### src/rtl/fft_data_adapter_tx.sv
// FFT source-port return adapter: applies the block exponent, rounds half-up and saturates each
// component to the symbol width, checks packet framing, and re-emits {real, imag} as Avalon-ST.
module fft_data_adapter_tx #(
    parameter int INPUT_SYMBOL_WIDTH  = 18,
    parameter int OUTPUT_SYMBOL_WIDTH = 16,
    parameter int EXP_WIDTH           = 6,
    parameter int USE_EXPONENT        = 1,
    parameter int MAX_SHIFT           = 8,
    parameter int FFT_LENGTH          = 1024
) (
    input  logic                                        clock_clk,
    input  logic                                        reset_reset_n,
    input  logic [2*INPUT_SYMBOL_WIDTH+EXP_WIDTH-1:0]   asi_in_data,
    input  logic                                        asi_in_valid,
    input  logic                                        asi_in_startofpacket,
    input  logic                                        asi_in_endofpacket,
    output logic                                        asi_in_ready,
    output logic [2*OUTPUT_SYMBOL_WIDTH-1:0]            aso_out_data,
    output logic                                        aso_out_valid,
    output logic                                        aso_out_startofpacket,
    output logic                                        aso_out_endofpacket,
    input  logic                                        aso_out_ready,
    output logic                                        pkt_error,
    output logic                                        sat_flag
);

    localparam int IW   = INPUT_SYMBOL_WIDTH;
    localparam int OW   = OUTPUT_SYMBOL_WIDTH;
    localparam int W    = IW + MAX_SHIFT + 1;
    localparam int FRAC = IW - OW;
    localparam int HALF = 1 << (FRAC - 1);
    localparam int SW   = EXP_WIDTH + 1;
    localparam int CW   = $clog2(FFT_LENGTH + 1) + 1;

    localparam logic signed [SW-1:0] SHIFT_MAX = SW'(MAX_SHIFT);
    localparam logic signed [W-1:0]  SAT_MAX   = W'((1 << (OW - 1)) - 1);
    localparam logic signed [W-1:0]  SAT_MIN   = ~SAT_MAX;

    typedef enum logic {IDLE, IN_PKT} state_t;

    state_t                 state, state_next;
    logic [CW-1:0]          count, count_next, count_inc;
    logic                   err_next, fwd;

    logic signed [IW-1:0]        in_re, in_im;
    logic signed [EXP_WIDTH-1:0] in_exp;
    logic signed [SW-1:0]        shift_raw, shift;

    logic                   s1_valid, s1_sop, s1_eop;
    logic signed [W-1:0]    s1_re, s1_im;
    logic [OW:0]            re_sat, im_sat;
    logic                   s2_free, s1_advance, accept, s1_load;

    assign in_re  = asi_in_data[2*IW+EXP_WIDTH-1 -: IW];
    assign in_im  = asi_in_data[IW+EXP_WIDTH-1 -: IW];
    assign in_exp = asi_in_data[EXP_WIDTH-1:0];

    // Shift left by s, or arithmetic right by -s; the wide intermediate cannot overflow.
    function automatic logic signed [W-1:0] scale_round(input logic signed [IW-1:0] x,
                                                        input logic signed [SW-1:0] sh);
        logic signed [W-1:0] ext, scaled;
        logic [SW-1:0]       rsh;
        ext = W'(x);
        rsh = -sh;
        if (sh < 0) scaled = ext >>> rsh;
        else        scaled = ext <<< sh;
        return (scaled + W'(HALF)) >>> FRAC;
    endfunction

    // Returns {clamped, value}.
    function automatic logic [OW:0] saturate(input logic signed [W-1:0] v);
        logic [OW:0] r;
        if (v > SAT_MAX)      r = {1'b1, SAT_MAX[OW-1:0]};
        else if (v < SAT_MIN) r = {1'b1, SAT_MIN[OW-1:0]};
        else                  r = {1'b0, v[OW-1:0]};
        return r;
    endfunction

    always_comb begin
        // NOTE: every always_comb output gets a default first so no path infers a latch.
        shift_raw = '0;
        if (USE_EXPONENT != 0) shift_raw = -SW'(in_exp);
        shift = shift_raw;
        if (shift_raw > SHIFT_MAX) shift = SHIFT_MAX;
    end

    assign s2_free      = !aso_out_valid || aso_out_ready;
    assign s1_advance   = s1_valid && s2_free;
    assign asi_in_ready = !s1_valid || s1_advance;
    assign accept       = asi_in_valid && asi_in_ready;
    assign s1_load      = accept && fwd;
    assign re_sat       = saturate(s1_re);
    assign im_sat       = saturate(s1_im);

    // Framing: a beat without sop outside a packet is consumed but never forwarded.
    always_comb begin
        state_next = state;
        count_next = count;
        err_next   = 1'b0;
        fwd        = 1'b0;
        count_inc  = (count == '1) ? count : count + 1'b1;
        if (accept) begin
            if (asi_in_startofpacket) begin
                fwd        = 1'b1;
                err_next   = (state == IN_PKT);
                state_next = IN_PKT;
                count_next = CW'(1);
                if (asi_in_endofpacket) begin
                    err_next   = err_next || (FFT_LENGTH != 1);
                    state_next = IDLE;
                    count_next = '0;
                end
            end else if (state == IDLE) begin
                err_next = 1'b1;
            end else begin
                fwd        = 1'b1;
                count_next = count_inc;
                if (asi_in_endofpacket) begin
                    err_next   = (count_inc != CW'(FFT_LENGTH));
                    state_next = IDLE;
                    count_next = '0;
                end
            end
        end
    end

    always_ff @(posedge clock_clk or negedge reset_reset_n) begin
        if (!reset_reset_n) begin
            state     <= IDLE;
            count     <= '0;
            pkt_error <= 1'b0;
        end else begin
            // NOTE: sequential state uses non-blocking assignments so all registers update together.
            state     <= state_next;
            count     <= count_next;
            pkt_error <= err_next;
        end
    end

    always_ff @(posedge clock_clk or negedge reset_reset_n) begin
        if (!reset_reset_n) begin
            s1_valid <= 1'b0;
            s1_sop   <= 1'b0;
            s1_eop   <= 1'b0;
            s1_re    <= '0;
            s1_im    <= '0;
        end else if (s1_load) begin
            s1_valid <= 1'b1;
            s1_sop   <= asi_in_startofpacket;
            s1_eop   <= asi_in_endofpacket;
            s1_re    <= scale_round(in_re, shift);
            s1_im    <= scale_round(in_im, shift);
        end else if (s1_advance) begin
            s1_valid <= 1'b0;
        end
    end

    // Output stage only loads when free, so data/sop/eop hold steady under backpressure.
    always_ff @(posedge clock_clk or negedge reset_reset_n) begin
        if (!reset_reset_n) begin
            aso_out_valid         <= 1'b0;
            aso_out_startofpacket <= 1'b0;
            aso_out_endofpacket   <= 1'b0;
            aso_out_data          <= '0;
            sat_flag              <= 1'b0;
        end else begin
            if (s1_advance) begin
                aso_out_valid         <= 1'b1;
                aso_out_startofpacket <= s1_sop;
                aso_out_endofpacket   <= s1_eop;
                aso_out_data          <= {re_sat[OW-1:0], im_sat[OW-1:0]};
            end else if (aso_out_ready) begin
                aso_out_valid <= 1'b0;
            end
            // An sop can only be accepted once older beats have left S1, so clearing wins.
            if (accept && asi_in_startofpacket)      sat_flag <= 1'b0;
            else if (s1_advance && (re_sat[OW] || im_sat[OW])) sat_flag <= 1'b1;
        end
    end

endmodule

### config.mk
export PLATFORM = sky130hd
export DESIGN_NAME = fft_data_adapter_tx
export DESIGN_NICKNAME = d
export VERILOG_FILES = /design/src/rtl/fft_data_adapter_tx.sv
export SDC_FILE = /design/constraint.sdc
export NUM_CORES = 1
export LEC_CHECK = 0
export CAP_MARGIN = 20
export CORE_ASPECT_RATIO = 1.1
export CORE_MARGIN = 2
export CORE_UTILIZATION = 61
export DETAILED_ROUTE_END_ITERATION = 12
export PLACE_DENSITY = 0.83
export SETUP_SLACK_MARGIN = 0.15
export SLEW_MARGIN = 20
export SYNTH_ARGS = -nofsm -noshare
export SYNTH_HDL_FRONTEND = slang
export SYNTH_SLANG_ARGS = --single-unit
### constraint.sdc
create_clock -name clock_clk -period 3.5 [get_ports clock_clk]
set_clock_uncertainty 0.1 [all_clocks]
set_input_delay 0.35 -clock clock_clk [delete_from_list [all_inputs] [get_ports clock_clk]]
set_output_delay 0.35 -clock clock_clk [all_outputs]
set_load 0.03 [all_outputs]
==> results of run 1 <==
## what timing repair did
action,4_1_cts
hold buffers,0
cloned,1
resized for setup,190
setup endpoints to repair,50
buffers inserted,36
pin swaps,68
## routing by layer
layer,GRT usage [%],overflow
met1,88.12,17
met4,107.5,216
met5,39.42,1
met2,112.0,479
met3,75.43,17
## cells by family after synthesis
group | Yosys count | share of synthesized area, %
compound gates | 577 | 36.60
xor+xnor | 34 | 2.738
fa+ha+maj | 6 | 0.6903
buf+inv | 156 | 7.098
flops | 103 | 23.70
mux | 57 | 5.649
simple gates | 504 | 23.53
## metrics by stage
stage | setup slack, ps | TNS (ps) | util (%)
after floorplan | -1898 | -82240 | -
after global placement | -1636 | -75380 | 84.23
after detailed placement | -1930 | -85100 | 84.23
after CTS | -881.1 | -33530 | 91.85
## cell usage after synthesis, drive strengths merged (8+ instances only)
cell type	count
a22oi	30
a221oi	14
a211oi	21
and3	17
mux2i	34
a211o	13
dfrtp	103
a31oi	26
and2	12
nand4	26
o21ai	152
xnor2	23
nor2b	9
a21oi	121
a31o	8
o31ai	18
o221a	8
nand2	217
o211ai	19
inv	23
clkbuf	72
buf	61
or3	11
nand2b	9
xor2	11
a2111oi	12
a22o	17
nor4	12
or2	8
a21o	14
o21a	8
o22ai	11
nor3	34
nand3	58
mux2	22
nor2	74
==> results.md, run 1 <==
* Status: did not finish
* Last stage: global routing (5_1_grt)
* Stop Error: [ERROR GRT-0232] Routing congestion too high. Check the congestion heatmap in the GUI.
* Sequential-to-total area share from yosys stat at 23.70%
* Ys async rst share at 100.0%
* #FFs+latches synth at 103
* CTS sink count at 103
* Synth area leader: dfrtp_1
* Inst Count DP at 2053
* Post-synthesis area per instance at 7.568 um2
* Gr ovfl total at 730
* Syn Nets at 1491
* Ys Warns at 0
* H-tree levels at 3
* Post-synth top area share at 23.70%
* Clock buffer depth at 2
* Post-Synthesis Cells at 1437
* Area contributors post-synth: dfrtp_1 24%, nand2_1 7.4%, o21ai_0 6.4%, a21oi_1 5.5%, mux2i_1 3.1%
* Height of the die at 144.0 um
* Largest net degree at the start of global routing at 86
* Ports at 86
* Worst EP kind: register data pin
* Detailed Place HPWL at 37700 um
* Number of I/O port buffers at 85
* Num CTS Buffers at 9
* Die X at 131.3 um
* Synth Cell Area at 0.01088 mm2
* Placed inst area at 0.01483 mm2
* Site Rows at 51
* Tot GR Track Use at 93.11%
* Root Buffer: clkbuf_16
* RePlAce Congestion at 1.170
* Netlist cell types at 107
* Synth Flop Type: dfrtp_1
* Worst setup endpoint GRT: s1_im[15]$_DFFE_PN0P_/D
* Post-synth EDFFs at 0
* Initial core utilization at 61.75%
==> inputs of run 2 (changes only) <==
--- a/config.mk
+++ b/config.mk
@@ -6,12 +6,10 @@
 export NUM_CORES = 1
 export LEC_CHECK = 0
 export CAP_MARGIN = 20
-export CORE_ASPECT_RATIO = 1.1
 export CORE_MARGIN = 2
-export CORE_UTILIZATION = 61
+export CORE_UTILIZATION = 40
 export DETAILED_ROUTE_END_ITERATION = 12
-export PLACE_DENSITY = 0.83
-export SETUP_SLACK_MARGIN = 0.15
+export PLACE_DENSITY_LB_ADDON = 0.15
 export SLEW_MARGIN = 20
 export SYNTH_ARGS = -nofsm -noshare
 export SYNTH_HDL_FRONTEND = slang
==> run 2 against run 1 <==
Compared with the run above: the flow now finishes, with violations (setup timing); area after synthesis did not move; synthesized cell count did not move.
==> results.md, run 2 <==
* Status: complete, but fails checks (was did not finish)
* Failing checks: setup timing
* Synth Flop Type: dfrtp_1 (unchanged)
* Maxcap violations at 0
* Initial drt markers at 1478
* Num CTS Buffers at 9 (unchanged)
* Layout area overhead at 59.12%
* Most frequent cells in the layout: 464 x buf_4, 200 x nand2_1, 114 x a21oi_1
* Vias in the first global route at 13288
* Non-Filler Instances at 2269
* H-tree levels at 3 (unchanged)
* Bufs and invs on worst path at 4
* Most used cell, CP: a211o_1
* Post-Synthesis Cells at 1437 (unchanged)
* Largest register FFs at 32
* Final period util at 125.4%
* Layout cells sized above 1 at 40.92%
* Reg with most FFs: aso_out_data
* Detailed Place HPWL at 39610 um (was 37700 um)
* PD cells at 398.1 mW/mm2
* Inst Count DP at 2189 (was 2053)
* Reg area at 0.002577 mm2
* Min-delay worst type: reg -> reg
* Inserted Diodes at 0
* Critical path data arrival time at 4540 ps
* Largest net degree at the start of global routing at 80
* Hold endpoint: aso_out_data[10]
* Routed vias/inst at 6.149
* Initial core utilization at 40.58% (was 61.75%)
* Peak VDD IR at 0.2176 mV
* Synth Cell Area at 0.01088 mm2 (unchanged)
* Final worst slack at -888.2 ps
* Number of I/O port buffers at 85 (unchanged)
* Ports at 86 (unchanged)
* Max_slew headroom at 44.22%
* Vias at 13951
* Ys Warns at 0 (unchanged)
* Crit end category: flop
* Top-count cell post-synth: nand2_1 (unchanged)
* Fin. Hold Viols at 0
* Die area at 0.02852 mm2
* Syn Nets at 1491 (unchanged)
* Initial antenna violation count at 0
* CP Launch Point: asi_in_data[1]
* Most common cell after layout, fill and taps aside: buf_4
* Area contributors post-synth: dfrtp_1 24%, nand2_1 7.4%, o21ai_0 6.4%, a21oi_1 5.5%, mux2i_1 3.1% (unchanged)
* Final setup fails at 50
* CTS sink count at 103 (unchanged)
* Root Buffer: clkbuf_16 (unchanged)
* Post-route ant nets at 0
* Max Fanout on Critical Path at 5
* Crit path largest cell delay at 410 ps
* Largest regs: aso_out_data x32, s1_im x25, s1_re x25
* Slowest cell on crit path: or3_4
* Height of the die at 168.9 um (was 144.0 um)
* Worst r2r dst: pkt_error
* Sequential-to-total area share from yosys stat at 23.70% (unchanged)
* Actual slew at the worst max-slew pin at 836.8 ps
* Clk_lat worst skew at 360 ps
* DRC errors left at 0
* Leakage at 0.007405 uW
* RePlAce Congestion at 1.067 (was 1.170)
* Post-synth EDFFs at 0 (unchanged)
* CP required at 3650 ps
* Post-synthesis area per instance at 7.568 um2 (unchanged)
* Crit-path cells: buf_8 > or3_4 > a22o_1 > o221a_4 > o21ai_4 > ha_4 > inv_8 > buf_6 > a211o_1 > nand2_4 > a21oi_4 > buf_6 > nor4_1 > a211o_1 > nand3_1 > a211o_1 > nor4_4 > nand2_2 > or3_4 > a32o_1
* Wire per inst at 22.59 um
* Multi-input logic area at 0.008718 mm2
* Final Critical Period at 4388 ps
* Filler instances at 2335
* Gr ovfl total at 0
* FF-to-FF Start: count[0]
* Die X at 168.9 um (was 131.3 um)
* Final max-slew violation count at 0
* Fin nets at 1977
* Netlist cell types at 107 (unchanged)
* Post-synth top area share at 23.70% (unchanged)
* Clock buffer depth at 2 (unchanged)
* Routed WL at 51260 um
* Site Rows at 60 (was 51)
* Setup slack, reg-to-reg at 440 ps
* DR pass1 iterations at 6
* Ys async rst share at 100.0% (unchanged)
* FMAX at 0.2279 GHz
* Tot GR Track Use at 35.35%
* Clock slew at reported path FFs at 90 ps
* Critical path type: in -> reg
* Hold path depth at 2
* #FFs+latches synth at 103 (unchanged)
* RSZ-0062 raised after global routing: yes
* CTS tree: built
* Synth area leader: dfrtp_1 (unchanged)
* First-pass GRT wire length at 78300 um
* R2R cell count at 11
* Worst Min Path Start: aso_out_data[10]
* Most frequent cells after synthesis: 213 x nand2_1, 138 x o21ai_0, 120 x a21oi_1 (unchanged)
* Fin Hold WS at 380.0 ps
* Delay-heaviest family, CP: compound AO/OA/AOI/OAI gates
* Core footprint at 0.02680 mm2
* Startpoint types: primary input
run 2: cell counts after synthesis:
Identical to the previous run, type by type.
run 2: metrics by stage:
stage	setup slack [ps]	power (uW)	TNS [ps]	util, %	area (um2)
after floorplan	-1898	3668	-82240	-	11160
after global placement	-1829	5338	-81790	57.05	15290
after detailed placement	-1882	5378	-85940	57.07	15300
after CTS	-760.8	6692	-30050	62.38	16720
after global routing	-965.2	7257	-39870	64.57	17310
final	-888.2	6888	-34280	64.57	17310
run 2: per-layer routing:
metal | GRT usage [%] | vias to the layer above | share of wire, %
li1 | - | 6415 | -
met1 | 49.50 | 6658 | 43
met2 | 54.08 | 732 | 43
met3 | 5.682 | 146 | 8.4
met4 | 14.69 | 0 | 5.0
met5 | 0 | - | 0
run 2: report_power, final:
| group | internal, uW | leakage (uW) | switching, uW |
|---|---|---|---|
| sequential | 1550 | 0.00127 | 232 |
| combinational | 1840 | 0.00599 | 2220 |
| clock | 512 | 0.000150 | 527 |
| total | 3910 | 0.00740 | 2980 |
run 2: cell families after synthesis:
group                    count (synthesis)  synth area share (%)
AO/OA/AOI/OAI                          577                 36.60
AND/OR/NAND/NOR                        504                 23.53
buffers and inverters                  156                 7.098
flip-flops                             103                 23.70
multiplexers                            57                 5.649
XOR/XNOR                                34                 2.738
adder cells (fa/ha/maj)                  6                0.6903
run 2: repair_timing:
action                                  in CTS  in global routing
gates resized for setup                    188                 91
hold buffers                                 1                  0
endpoints found under the hold margin       39                  0
pin swaps                                   87                 54
gates cloned                                 2                  0
buffers inserted                            39                 29
endpoints found under the setup margin      50                 51
run 2: cell type report:
class	count	share of cell area, %
Timing Repair Buffer	608	29.82
Tap cell	341	2.465
Clock buffer	9	1.301
Clock inverter	7	0.4700
Multi-Input combinational cell	1178	50.38
Sequential cell	103	14.89
Inverter	23	0.6724
run 2: worst reg2reg max path, cell delays in order, from the launching register on:
cell and delay [ps]:
dfrtp_1 420, ha_1 280, nand3_1 140, nor2_1 180, and3_1 250, and2_1 260, nand4_1 190, buf_4 240
nor2b_1 180, xor2_1 160, o41ai_2 350, a21boi_0 160
run 2: worst max-delay path by stage:
| stage | to | slack, ps | depth (start not counted) |
|---|---|---|---|
| global route | s1_re[21] | -970 | 21 |
| finish | s1_re[21] | -890 | 20 |
| floorplan | s1_re[21] | -1900 | 28 |
| CTS | s1_im[23] | -760 | 23 |
| detailed placement | s1_re[21] | -1880 | 18 |
| global placement | s1_re[21] | -1830 | 18 |
(Power assumes the default switching activity.)
==> inputs of run 3 (changes only) <==
==> constraint.sdc (replaced) <==
create_clock -name clock_clk -period 5.64 [get_ports clock_clk]
set_clock_uncertainty 0.1 [all_clocks]
set_input_delay 0.564 -clock clock_clk [delete_from_list [all_inputs] [get_ports clock_clk]]
set_output_delay 0.564 -clock clock_clk [all_outputs]
set_load 0.03 [all_outputs]
==> run 3 against run 2 <==
Compared with the run above: the flow now finishes without violations; sequential power shrank 39%; hold slack got worse by 200 ps; register-to-register slack better by 1500 ps; non-clock buffer count fell by 360; first-iteration DRC count shrank 1.2%; via count fell by 11%; global-route usage is 2.5 points lower; setup slack improved by 1100 ps; critical path depth increased by 1; largest power group unchanged.
==> results.md, run 3 (synthesized netlist as in run 2, its figures left out) <==
* Status: complete, no violations (was complete, but fails checks)
* Layout cells sized above 1 at 18.75% (was 40.92%)
* Routed vias/inst at 6.522 (was 6.149)
* Inst Count DP at 1893 (was 2189)
* Worst r2r dst: pkt_error (unchanged)
* Ports at 86 (unchanged)
* Delay-heaviest family, CP: simple AND/OR/NAND/NOR gates (was compound AO/OA/AOI/OAI gates)
* First-pass GRT wire length at 72240 um (was 78300 um)
* FMAX at 0.1859 GHz
* Most common cell after layout, fill and taps aside: nand2_1 (was buf_4)
* DR pass1 iterations at 6 (unchanged)
* Peak VDD IR at 0.1414 mV (was 0.2176 mV)
* Crit path largest cell delay at 490 ps (was 410 ps)
* Initial antenna violation count at 0 (unchanged)
* DRC errors left at 0 (unchanged)
* Startpoint types: primary input (unchanged)
* Final max-slew violation count at 0 (unchanged)
* PD cells at 281.2 mW/mm2 (was 398.1 mW/mm2)
* RSZ-0062 raised after global routing: no (was yes)
* H-tree levels at 3 (unchanged)
* FF-to-FF Start: count[0] (unchanged)
* Min-delay worst type: in -> async (was reg -> reg)
* CTS tree: built (unchanged)
* Layout area overhead at 21.11% (was 59.12%)
* Non-Filler Instances at 1909 (was 2269)
* Clock slew at reported path FFs at 80 ps (was 90 ps)
* Most frequent cells in the layout: 211 x nand2_1, 160 x buf_4, 135 x o21ai_0 (was 464 x buf_4, 200 x nand2_1, 114 x a21oi_1)
* Post-CTS Setup Bufs at 0 (was 39)
* Largest regs: aso_out_data x32, s1_im x25, s1_re x25 (unchanged)
* Die X at 168.9 um (unchanged)
* Height of the die at 168.9 um (unchanged)
* Max Fanout on Critical Path at 24 (was 5)
* Initial drt markers at 1460 (was 1478)
* Clk_lat worst skew at 360 ps (about the same)
* Most used cell, CP: buf_4 (was a211o_1)
* Core footprint at 0.02680 mm2 (unchanged)
* Leakage at 0.005291 uW (was 0.007405 uW)
* Clock buffer depth at 2 (unchanged)
* Filler instances at 2706 (was 2335)
* Initial core utilization at 40.58% (unchanged)
* Site Rows at 60 (unchanged)
* Number of I/O port buffers at 85 (unchanged)
* Routed WL at 47020 um (was 51260 um)
* Vias in the first global route at 11577 (was 13288)
* Post-route ant nets at 0 (unchanged)
* Tot GR Track Use at 32.86% (was 35.35%)
* Gr ovfl total at 0 (unchanged)
* Slowest cell on crit path: clkdlybuf4s50_1 (was or3_4)
* Die area at 0.02852 mm2 (unchanged)
* Max_slew headroom at 45.62% (was 44.22%)
* Num CTS Buffers at 9 (unchanged)
* Setup slack, reg-to-reg at 1960 ps (was 440 ps)
* Final setup fails at 0 (was 50)
* Place WS at -57.46 ps (was -1882 ps)
* Root Buffer: clkbuf_16 (unchanged)
* Final worst slack at 261.1 ps (was -888.2 ps)
* Multi-input logic area at 0.007630 mm2 (was 0.008718 mm2)
* Critical path data arrival time at 5530 ps (was 4540 ps)
* Crit-path cells: clkdlybuf4s50_1 > buf_4 > or3_1 > a21oi_1 > o221a_4 > o21ai_4 > ha_4 > nor3_2 > buf_4 > nor2_4 > buf_4 > buf_4 > mux2i_1 > buf_4 > nor2_1 > o21ai_0 > a32o_1 > nand4_2 > nor3_2 > a311oi_1 > a211o_1 (was buf_8 > or3_4 > a22o_1 > o221a_4 > o21ai_4 > ha_4 > inv_8 > buf_6 > a211o_1 > nand2_4 > a21oi_4 > buf_6 > nor4_1 > a211o_1 > nand3_1 > a211o_1 > nor4_4 > nand2_2 > or3_4 > a32o_1)
* Maxcap violations at 0 (unchanged)
* Final Util at 49.15% (was 64.57%)
* Reg with most FFs: aso_out_data (unchanged)
* Wire per inst at 24.63 um (was 22.59 um)
* Largest register FFs at 32 (unchanged)
* Crit end category: flop (unchanged)
* Fin. Hold Viols at 0 (unchanged)
* Reg area at 0.002577 mm2 (unchanged)
* Detailed Place HPWL at 36310 um (was 39610 um)
* Critical path type: in -> reg (unchanged)
* Actual slew at the worst max-slew pin at 815.7 ps (was 836.8 ps)
* Inserted Diodes at 0 (unchanged)
* Fin Hold WS at 179.0 ps (was 380.0 ps)
* Final period util at 95.37%
* RePlAce Congestion at 1.109 (was 1.067)
* Vias at 12450 (was 13951)
* CTS sink count at 103 (unchanged)
* CP required at 5790 ps (was 3650 ps)
* Bufs and invs on worst path at 6 (was 4)
* R2R cell count at 10 (was 11)
* Largest net degree at the start of global routing at 86 (was 80)
* Fin nets at 1617 (was 1977)
* Final Critical Period at 5379 ps
[run 3: cell types whose count changed in the layout (fill, tap and decap cells not counted), moves of 9 or more]
cell,delta
buf_12,-10
buf_4,-304
buf_6,-44
nand2_1,+11
nand3_1,+10
o21ai_0,+28
o21ai_1,-17
o21ai_2,-9
[run 3: worst max path at each step]
stage	start	to	slack (ps)	cells after the start
6_report	asi_in_data[0]	s1_im[14]	260	21
5_1_grt	asi_in_data[0]	s1_re[21]	70	19
4_1_cts	asi_in_data[0]	s1_re[21]	310	19
3_3_place_gp	asi_in_data[0]	s1_re[11]	-240	22
3_5_place_dp	asi_in_data[0]	s1_re[21]	-60	19
2_1_floorplan	asi_in_data[0]	s1_im[5]	4	31
[run 3: per-layer routing]
metal / GRT usage [%] / part of all wire (%) / up-vias
met5: 0 / 0 / -
met4: 13.57 / 4.4 / 0
met3: 4.536 / 7.8 / 107
met2: 49.88 / 43 / 676
met1: 46.82 / 45 / 5963
li1: - / - / 5704
[run 3: report_power, final]
| group | switching [uW] | internal (uW) |
|---|---|---|
| combinational | 1190 | 769 |
| clock | 317 | 318 |
| sequential | 141 | 964 |
[run 3: layout make-up]
class                      instances  share of cell area (%)
sequential                       103                   19.57
clock buffer                       9                   1.710
timing repair buffer             248                   16.11
multi-input combinational       1178                   57.93
clock inverter                     7                  0.6935
tap                              341                   3.239
inverter                          23                  0.7505
[run 3: metrics by stage]
stage	power (uW)	setup TNS, ps	area (um2)
3_3_place_gp	3046	-1132	12840
5_1_grt	3930	0	13170
4_1_cts	3700	0	13170
6_report	3703	0	13170
3_5_place_dp	3058	-91.32	12850
2_1_floorplan	2258	0	11020
[run 3: timing repair]
item | in CTS | in global routing
gates resized for setup | 0 | 1
endpoints found under the setup margin | 0 | 9
endpoints found under the hold margin | 0 | 0
hold buffers | 0 | 0
==> inputs of run 4 (changes only) <==
--- a/config.mk
+++ b/config.mk
@@ -6,6 +6,7 @@
 export NUM_CORES = 1
 export LEC_CHECK = 0
 export CAP_MARGIN = 20
+export CORE_ASPECT_RATIO = 0.5
 export CORE_MARGIN = 2
 export CORE_UTILIZATION = 40
 export DETAILED_ROUTE_END_ITERATION = 12
==> constraint.sdc (replaced) <==
create_clock -name clock_clk -period 5.55 [get_ports clock_clk]
set_clock_uncertainty 0.1 [all_clocks]
set_input_delay 0.555 -clock clock_clk [delete_from_list [all_inputs] [get_ports clock_clk]]
set_output_delay 0.555 -clock clock_clk [all_outputs]
set_load 0.03 [all_outputs]
==> run 4 against run 3 <==
Compared with the run above: clock power grew 9.4%; via count grew 3.5%; wire length grew 9.0%; critical path type unchanged; critical endpoint is now s1_im[10]; largest power group unchanged.
==> results.md, run 4 (synthesized netlist as in run 2, its figures left out) <==
* Slowest cell on crit path: clkdlybuf4s50_1 (unchanged)
* Final setup fails at 0 (unchanged)
* Routed WL at 51230 um (was 47020 um)
* Peak VDD IR at 0.2150 mV (was 0.1414 mV)
* Initial antenna violation count at 2 (was 0)
* Layout area overhead at 24.62% (was 21.11%)
* Top Usage Layer GRT: met2 (unchanged)
* Final max-slew violation count at 0 (unchanged)
* Initial core utilization at 40.90% (was 40.58%)
* Die area at 0.02860 mm2 (was 0.02852 mm2)
* Most common cell after layout, fill and taps aside: nand2_1 (unchanged)
* Status: complete, no violations (unchanged)
* CTS tree: built (unchanged)
* Root Buffer: clkbuf_16 (unchanged)
* Routed vias/inst at 6.610 (was 6.522)
* Crit end category: flop (unchanged)
* First-pass GRT wire length at 77270 um (was 72240 um)
* Met3 GRT Util at 10.30% (was 4.536%)
* Height of the die at 120.6 um (was 168.9 um)
* Vias at 12889 (was 12450)
* FMAX at 0.1848 GHz
* Crit path largest cell delay at 490 ps (about the same)
* DRC errors left at 0 (unchanged)
* Min-delay worst type: in -> async (unchanged)
* Critical path depth in cells at 21 (unchanged)
* Site Rows at 42 (was 60)
* Clock buffer depth at 2 (unchanged)
* Wire per inst at 26.27 um (was 24.63 um)
* Global Route met2 Usage at 52.33% (was 49.88%)
* Clk_lat worst skew at 350 ps (was 360 ps)
* Layout cells sized above 1 at 20.68% (was 18.75%)
* Initial drt markers at 1965 (was 1460)
* FF-to-FF Start: count[0] (unchanged)
* Num CTS Buffers at 9 (unchanged)
* Bufs and invs on worst path at 4 (was 6)
* Ports at 86 (unchanged)
* PD cells at 291.2 mW/mm2 (was 281.2 mW/mm2)
* Crit-path cells: clkdlybuf4s50_1 > inv_1 > ha_4 > or4b_4 > o21ai_4 > o221a_4 > o21ai_4 > ha_4 > a2111oi_1 > a31oi_1 > a21oi_2 > o21a_1 > buf_4 > nand3_2 > buf_4 > o221a_2 > a211oi_2 > nand4_2 > nor4_2 > xor2_1 > o21ai_0 (was clkdlybuf4s50_1 > buf_4 > or3_1 > a21oi_1 > o221a_4 > o21ai_4 > ha_4 > nor3_2 > buf_4 > nor2_4 > buf_4 > buf_4 > mux2i_1 > buf_4 > nor2_1 > o21ai_0 > a32o_1 > nand4_2 > nor3_2 > a311oi_1 > a211o_1)
* Critical path data arrival time at 5500 ps (was 5530 ps)
* Final setup TNS at 0 ps (unchanged)
* Critical path type: in -> reg (unchanged)
* Delay-heaviest family, CP: compound AO/OA/AOI/OAI gates (was simple AND/OR/NAND/NOR gates)
* Number of I/O port buffers at 85 (unchanged)
* Vias in the first global route at 12032 (was 11577)
* Maxcap violations at 0 (unchanged)
* Met1 layer usage reported by global route at 50.95% (was 46.82%)
* Leakage at 0.005496 uW (was 0.005291 uW)
* Die X at 237.2 um (was 168.9 um)
* Tot GR Track Use at 35.51% (was 32.86%)
* RePlAce Congestion at 1.034 (was 1.109)
* Final period util at 97.51%
* Filler instances at 2590 (was 2706)
* Clock slew at reported path FFs at 80 ps (about the same)
* Post-CTS Setup Bufs at 0 (unchanged)
* Core footprint at 0.02659 mm2 (was 0.02680 mm2)
* Gr ovfl total at 0 (unchanged)
* Tot Pwr at 3946 uW (was 3703 uW)
* Actual slew at the worst max-slew pin at 1059 ps (was 815.7 ps)
* Final Critical Period at 5412 ps
* Largest regs: aso_out_data x32, s1_im x25, s1_re x25 (unchanged)
* R2R cell count at 10 (unchanged)
* Detailed Place HPWL at 39770 um (was 36310 um)
* Multi-input logic area at 0.007711 mm2 (was 0.007630 mm2)
* H-tree levels at 3 (unchanged)
* DR pass1 iterations at 6 (unchanged)
* Post-route ant nets at 0 (unchanged)
* Largest register FFs at 32 (unchanged)
* Startpoint types: primary input (unchanged)
* Max_slew headroom at 29.16% (was 45.62%)
* Most frequent cells in the layout: 210 x nand2_1, 184 x buf_4, 135 x o21ai_0 (was 211 x nand2_1, 160 x buf_4, 135 x o21ai_0)
* Max Fanout on Critical Path at 8 (was 24)
* CP required at 5640 ps (was 5790 ps)
* Fin nets at 1645 (was 1617)
* Reg with most FFs: aso_out_data (unchanged)
* CTS sink count at 103 (unchanged)
* CP Launch Point: asi_in_data[1] (was asi_in_data[0])
* Fin. Hold Viols at 0 (unchanged)
* Largest net degree at the start of global routing at 86 (unchanged)
* Reg area at 0.002577 mm2 (unchanged)
* Hold-fix buffers, CTS at 0 (unchanged)
-- run 4: through the flow --
stage	utilization (%)	instances	instance area, um2	worst slack [ps]	hold slack, ps
2_1_floorplan	-	1437	11060	-54.80	159.4
3_3_place_gp	49.42	1932	13140	-135.3	356.7
3_5_place_dp	49.44	1932	13150	-255.6	358.2
4_1_cts	50.67	1948	13470	105.0	41.76
5_1_grt	50.95	1948	13550	-6.772	57.45
6_report	50.97	1950	13550	138.4	36.49
-- run 4: area by class of cell --
cell class	instances	share of cell area, %
multi-input cells	1178	56.90
flip-flops and latches	103	19.02
repair buffers	276	17.60
well taps	352	3.250
clock buffers	9	1.662
inverters	23	0.7847
clock inverters	7	0.7570
diodes	2	0.03693
-- run 4: final timing paths --
| check | endpoint | slack (ps) |
|---|---|---|
| setup / recovery | s1_im[10] | 140 |
| hold / removal | aso_out_data[28] | 40 |
| setup reg to reg | pkt_error | 1910 |
| hold reg to reg | s1_eop | 370 |
| max in group asynchronous | s1_valid | 4060 |
| min in group clock_clk | s1_eop | 370 |
-- run 4: metal layers --
| layer | part of all wire [%] | wire length (um) |
|---|---|---|
| met4 | 1.9 | 974 |
| met2 | 41 | 21210 |
| met3 | 12 | 6401 |
| met1 | 44 | 22650 |
| met5 | 0 | 0 |
-- run 4: timing repair --
action | CTS | global route
resized for setup | 0 | 11
setup endpoints to repair | 0 | 33
endpoints found under the hold margin | 0 | 0
-- run 4: report_power, final --
| group | internal (uW) | total [uW] | switching (uW) |
|---|---|---|---|
| clock | 402 | 695 | 293 |
| sequential | 981 | 1130 | 152 |
| combinational | 819 | 2120 | 1300 |
| total | 2200 | 3950 | 1740 |
